**config.mk**
```make
export PLATFORM = sky130hd
export DESIGN_NAME = srm_fsm_ctrl
export DESIGN_NICKNAME = d
export VERILOG_FILES = /design/src/rtl/srm_ctrl_pkg.sv /design/src/rtl/srm_vdff.sv /design/src/rtl/srm_fsm_ctrl.sv
export SDC_FILE = /design/constraint.sdc
export NUM_CORES = 1
export LEC_CHECK = 0
export BUFFER_PORTS_ARGS = -buffer_cell sky130_fd_sc_hd__buf_2
export CAP_MARGIN = 10
export CORE_MARGIN = 4
export CORE_UTILIZATION = 35
export CTS_BUF_LIST = sky130_fd_sc_hd__clkbuf_2 sky130_fd_sc_hd__clkbuf_4 sky130_fd_sc_hd__clkbuf_8
export DETAILED_ROUTE_END_ITERATION = 12
export GPL_TIMING_DRIVEN = 0
export PLACE_DENSITY_LB_ADDON = 0.25
export SETUP_SLACK_MARGIN = 0.05
export SLEW_MARGIN = 20
export SYNTH_ARGS = -nofsm -noshare
export SYNTH_HDL_FRONTEND = slang
export SYNTH_SLANG_ARGS = --single-unit
```
**constraint.sdc**
```tcl
create_clock -name clk -period 1.4 [get_ports clk]
set_input_delay 0.28 -clock clk [delete_from_list [all_inputs] [get_ports clk]]
set_output_delay 0.28 -clock clk [all_outputs]
set_load 0.01 [all_outputs]
```
**src/rtl/srm_ctrl_pkg.sv**
```systemverilog
// Shared encodings for the Simple RISC Machine controller: state codes, opcode/op fields,
// register-select and write-back-source values, plus the DECODE dispatch rule.
package srm_ctrl_pkg;

    localparam int unsigned STATE_W = 3;

    localparam logic [STATE_W-1:0] ST_WAIT      = 3'd0;
    localparam logic [STATE_W-1:0] ST_DECODE    = 3'd1;
    localparam logic [STATE_W-1:0] ST_GET_A     = 3'd2;
    localparam logic [STATE_W-1:0] ST_GET_B     = 3'd3;
    localparam logic [STATE_W-1:0] ST_ALU       = 3'd4;
    localparam logic [STATE_W-1:0] ST_WRITE_IMM = 3'd5;
    localparam logic [STATE_W-1:0] ST_WRITE_REG = 3'd6;
    localparam logic [STATE_W-1:0] ST_CMP       = 3'd7;

    localparam logic [2:0] OPC_MOV = 3'b110;
    localparam logic [2:0] OPC_ALU = 3'b101;

    localparam logic [1:0] OP_ADD    = 2'b00;
    localparam logic [1:0] OP_CMP    = 2'b01;
    localparam logic [1:0] OP_AND    = 2'b10;
    localparam logic [1:0] OP_MVN    = 2'b11;
    localparam logic [1:0] OP_MOVIMM = 2'b10;
    localparam logic [1:0] OP_MOVREG = 2'b00;

    localparam logic [2:0] NSEL_NONE = 3'b000;
    localparam logic [2:0] NSEL_RN   = 3'b001;
    localparam logic [2:0] NSEL_RD   = 3'b010;
    localparam logic [2:0] NSEL_RM   = 3'b100;

    localparam logic [1:0] VSEL_C   = 2'b00;
    localparam logic [1:0] VSEL_IMM = 2'b10;

    // State that follows DECODE for a latched instruction; unknown encodings return to WAIT.
    function automatic logic [STATE_W-1:0] decode_next(input logic [2:0] opc, input logic [1:0] op);
        logic [STATE_W-1:0] nxt;
        nxt = ST_WAIT;
        if (opc == OPC_MOV && op == OP_MOVIMM) begin
            nxt = ST_WRITE_IMM;
        end else if (opc == OPC_MOV && op == OP_MOVREG) begin
            nxt = ST_GET_B;
        end else if (opc == OPC_ALU) begin
            nxt = (op == OP_MVN) ? ST_GET_B : ST_GET_A;
        end
        return nxt;
    endfunction

endpackage

```
**src/rtl/srm_vdff.sv**
```systemverilog
// Width-parameterised D flip-flop with load enable and synchronous active-high reset.
module srm_vdff #(
    parameter int unsigned   N      = 1,
    parameter logic [N-1:0]  RstVal = '0
) (
    input  logic         clk_i,
    input  logic         rst_i,
    input  logic         load_i,
    input  logic [N-1:0] d_i,
    output logic [N-1:0] q_o
);

    logic [N-1:0] q_q;

    always_ff @(posedge clk_i) begin
        if (rst_i) begin
            q_q <= RstVal;
        end else if (load_i) begin
            q_q <= d_i;
        end
    end

    assign q_o = q_q;

endmodule

```
**src/rtl/srm_fsm_ctrl.sv**
```systemverilog
// Moore controller sequencing the SRM datapath one instruction at a time; w flags readiness.
module srm_fsm_ctrl
    import srm_ctrl_pkg::*;
#(
    parameter int unsigned SW = STATE_W
) (
    input  logic       clk,
    input  logic       reset,
    input  logic       s,
    input  logic [2:0] opcode,
    input  logic [1:0] op,
    output logic       w,
    output logic [2:0] nsel,
    output logic [1:0] vsel,
    output logic       loada,
    output logic       loadb,
    output logic       asel,
    output logic       bsel,
    output logic       loadc,
    output logic       loads,
    output logic       write
);

    logic [SW-1:0] state_q, state_d;
    logic [4:0]    ir_q;
    logic [2:0]    ir_opc;
    logic [1:0]    ir_op;
    logic          start;

    assign start  = (state_q == ST_WAIT) && s;
    assign ir_opc = ir_q[4:2];
    assign ir_op  = ir_q[1:0];

    srm_vdff #(
        .N      (SW),
        .RstVal (ST_WAIT)
    ) u_state (
        .clk_i  (clk),
        .rst_i  (reset),
        .load_i (1'b1),
        .d_i    (state_d),
        .q_o    (state_q)
    );

    // Decode works only from this copy, so the IR may change mid-instruction.
    srm_vdff #(
        .N      (5),
        .RstVal (5'b0)
    ) u_ir (
        .clk_i  (clk),
        .rst_i  (reset),
        .load_i (start),
        .d_i    ({opcode, op}),
        .q_o    (ir_q)
    );

    always_comb begin
        state_d = state_q;
        unique case (state_q)
            ST_WAIT:   state_d = s ? ST_DECODE : ST_WAIT;
            ST_DECODE: state_d = decode_next(ir_opc, ir_op);
            ST_GET_A:  state_d = ST_GET_B;
            ST_GET_B:  state_d = (ir_opc == OPC_ALU && ir_op == OP_CMP) ? ST_CMP : ST_ALU;
            ST_ALU:    state_d = ST_WRITE_REG;
            default:   state_d = ST_WAIT;
        endcase
    end

    always_comb begin
        w     = 1'b0;
        nsel  = NSEL_NONE;
        vsel  = VSEL_C;
        loada = 1'b0;
        loadb = 1'b0;
        asel  = 1'b0;
        bsel  = 1'b0;
        loadc = 1'b0;
        loads = 1'b0;
        write = 1'b0;
        unique case (state_q)
            ST_WAIT: w = 1'b1;
            ST_GET_A: begin
                nsel  = NSEL_RN;
                loada = 1'b1;
            end
            ST_GET_B: begin
                nsel  = NSEL_RM;
                loadb = 1'b1;
            end
            ST_ALU: begin
                loadc = 1'b1;
                // MOV-reg and MVN pass only B through, so zero the A operand.
                asel  = (ir_opc == OPC_MOV) || (ir_op == OP_MVN);
            end
            ST_CMP: loads = 1'b1;
            ST_WRITE_REG: begin
                nsel  = NSEL_RD;
                vsel  = VSEL_C;
                write = 1'b1;
            end
            ST_WRITE_IMM: begin
                nsel  = NSEL_RN;
                vsel  = VSEL_IMM;
                write = 1'b1;
            end
            default: ;
        endcase
    end

endmodule

```
==> impl_metrics.toml <==
[worst_setup_path]
crit_fanout = 5
crit_required_ns = 1.12
path_delay_family = "simple AND/OR/NAND/NOR gates"
reg2regPathDepth = 5
crit_path_end_kind = "primary output"
slowest_delay_ns = 0.40
crit_type = "reg2out"
startpoint_type = "flip-flop"
cp_slowest_cell = "dfxtp_4"
crit_arrival_ns = 1.21
crit_cells = 4
path_cells = "nand2b_4 > nor2_2 > or2_4 > buf_6"
crit_buf_inv = 1

[grt]
antenna_found_initial = 0
grt-ovfl-total = 0
grt_max_degree = 11
grt_usage_pct = 15.1
grt_pass1_wl_um = 2340
grt_pass1_vias = 554

[drt]
firstDrtPassIters = 4
via_count = 567
post-route-drc-count = 0
drtIter0Drc = 6
viasPerCell = 5.25
wirelength_um = 1500
post_drt_wl_per_cell_um = 13.9
final_antenna_net_count = 0

[sta]
slew_viol_final = 0
fin_ws_ns = -0.0891
skew_ns = 0.00253
setup_violations = 6
fin_crit_ns = 1.49
fin_crit_sh_pct = 106
rsz0062_at_grt = "true"
max_freq_mhz = 672
finalHoldViolCount = 0

[logic_synthesis]
synthSimpleGateAreaFrac_pct = 36.1
synth_cells = 61
synth_compound_area_share_pct = 11.4
synth_edf_count = 0
yosys.cell_types.count = 31
yosysTopAreaCell = "dfxtp_1"
synth_area_per_cell_sq_um = 8.64
ys_seq_area_share_pct = 30.4
netlist_area_sq_um = 527
synth_top_family_by_area = "simple AND/OR/NAND/NOR gates"
synthTopCellsByCount = "nor2_1, dfxtp_1, mux2i_1, a21oi_1, nor3b_1"
async_flop_share_pct = 0
yosysMostFrequentCell = "nor2_1"
synth_area_leaders = "dfxtp_1, mux2i_1, nor2_1"
synth.mux.area_fraction_pct = 9.50
synthFlopType = "dfxtp_1"
synth-xor-area-share_pct = 1.66
synth_fa_ha_area_share_pct = 0
synth_top_area_share_pct = 30.4
ys_warn_count = 0
ys_ff_latch = 8

[clock_tree]
cts_buffers = 3
hold_buffers = 0
clockBufferDepth = 2
clock-sinks = 8
clk_pin_slew_ns = 0.05
ctsHtreeMaxLevel = 1
clkLatencyLatePin_ns = 0.25
cts_tree = "built"
cts_root_buf = "clkbuf_4"

[hold_path]
hold_depth = 3
hp-class = "in2reg"

[placement]
hpwl_um = 814
gp_congestion = 0.774
post_dp_cell_area_sq_um = 639
portBuffers = 17

[pwr]
combPwrFrac_pct = 20.3
irDropWorstVdd_mv = 0.528
seqPwrFrac_pct = 47.9
p_per_area_mw_per_mm2 = 624
p_leak_nw = 0.375
p_sw_share_pct = 25.8
p_int_mw = 0.398
pwr-share-clk_pct = 31.8
p_switching_mw = 0.138

[outcome]
status = "complete, but fails checks"
failed_checks = "negative setup slack"

[die]
io_pins = 21
dieArea_sq_mm = 0.00219
die_y_um = 46.8
row_count = 13
core_area_sq_mm = 0.00137
initial_core_util_pct = 38.6
die-width_um = 46.8

[final_layout]
nNetsFinal = 103
n_fill_cell = 124
final_layout_size_suffix_gt1_share_pct = 58.1
final_util_pct = 62.8
fin_area_sq_um = 858
n_antenna_cell = 0
area_delta_synth_final_pct = 62.9

[run]
cap_violations = 0
[per-layer routing]
metal	track usage, %	wire length, um	part of all wire, %	vias to the layer above
met1	17.4	575	38	260
li1	-	-	-	279
met2	27.4	797	53	26
met4	4.97	8	0.53	0
met3	3.45	116	7.7	2
met5	0	0	0	-
[sequential cells by signal (all words and copies together), names as in the netlist]
register and count:
u_state.q_o 3, u_ir.q_o 5
[power by group through the flow]
stage / clock network [mW] / registers [mW] / logic [mW]
CTS: 0.178 / 0.253 / 0.111
floorplan: 0 / 0.255 / 0.0645
global placement: 0 / 0.259 / 0.0820
detailed placement: 0 / 0.259 / 0.0833
global route: 0.193 / 0.259 / 0.120
finish: 0.170 / 0.257 / 0.109
[layout by cell type (no fill, tap or decap), types with 2 or more instances in the layout]
cell | synthesis | layout
dfxtp_4 | 0 | 3
buf_6 | 1 | 7
nand3b_1 | 2 | 2
clkbuf_4 | 0 | 3
dfxtp_1 | 8 | 5
conb_1 | 1 | 2
nor2_2 | 0 | 2
nand2b_4 | 0 | 2
mux2i_1 | 5 | 5
buf_4 | 2 | 11
buf_2 | 1 | 13
a21oi_1 | 3 | 2
nor2_1 | 10 | 7
nor3b_1 | 3 | 2
nand2_1 | 2 | 2
[timing repair]
action,4_1_cts,5_1_grt
endpoints found under the setup margin,15,16
endpoints found under the hold margin,0,0
setup buffers,12,1
pin swaps,5,2
gates resized for setup,22,9
[tightest hold or removal path, cell delays in order]
cell,delay (ns)
buf_2,0.07
mux2i_1,0.05
nor2_1,0.07
[through the flow]
step / hold slack, ns / power [mW] / TNS [ns] / std cells / setup WS, ns
2_1_floorplan: 0.427 / 0.320 / 0 / 62 / 0.0594
3_3_place_gp: 0.512 / 0.341 / 0 / 94 / 0.0409
3_5_place_dp: 0.520 / 0.342 / 0 / 94 / 0.0165
4_1_cts: 0.260 / 0.542 / -0.458 / 109 / -0.0968
5_1_grt: 0.297 / 0.572 / -0.670 / 108 / -0.137
6_report: 0.266 / 0.536 / -0.316 / 108 / -0.0891
[path summary, 6_finish.rpt]
check	startpoint	endpoint	slack, ns
max	u_state.q_o[1]$_SDFF_PP0_	nsel[0]	-0.09
min	opcode[0]	u_ir.q_o[2]$_SDFFE_PP0P_	0.27
max reg2reg	u_state.q_o[1]$_SDFF_PP0_	u_ir.q_o[1]$_SDFFE_PP0P_	0.04
min reg2reg	u_state.q_o[0]$_SDFF_PP0_	u_state.q_o[1]$_SDFF_PP0_	0.55
[cells by family (layout without fill, tap and decap cells)]
logic type      count (synthesis)  after routing
other cells                     1              2
buf+inv                         7             38
simple gates                   30             30
flops                           8              8
compound gates                  9              9
xor+xnor                        1              1
mux                             5              5
[cell type report]
cell class,count,area (sq um),share of cell area (%)
Buffer,4,33.8,3.94
Sequential cell,8,171,20.0
Tap cell,15,18.8,2.19
Multi-Input combinational cell,47,377,43.9
Inverter,1,3.75,0.437
Clock buffer,3,22.5,2.62
Timing Repair Buffer,30,231,27.0
Note: power is estimated with default switching activity, not from simulation.
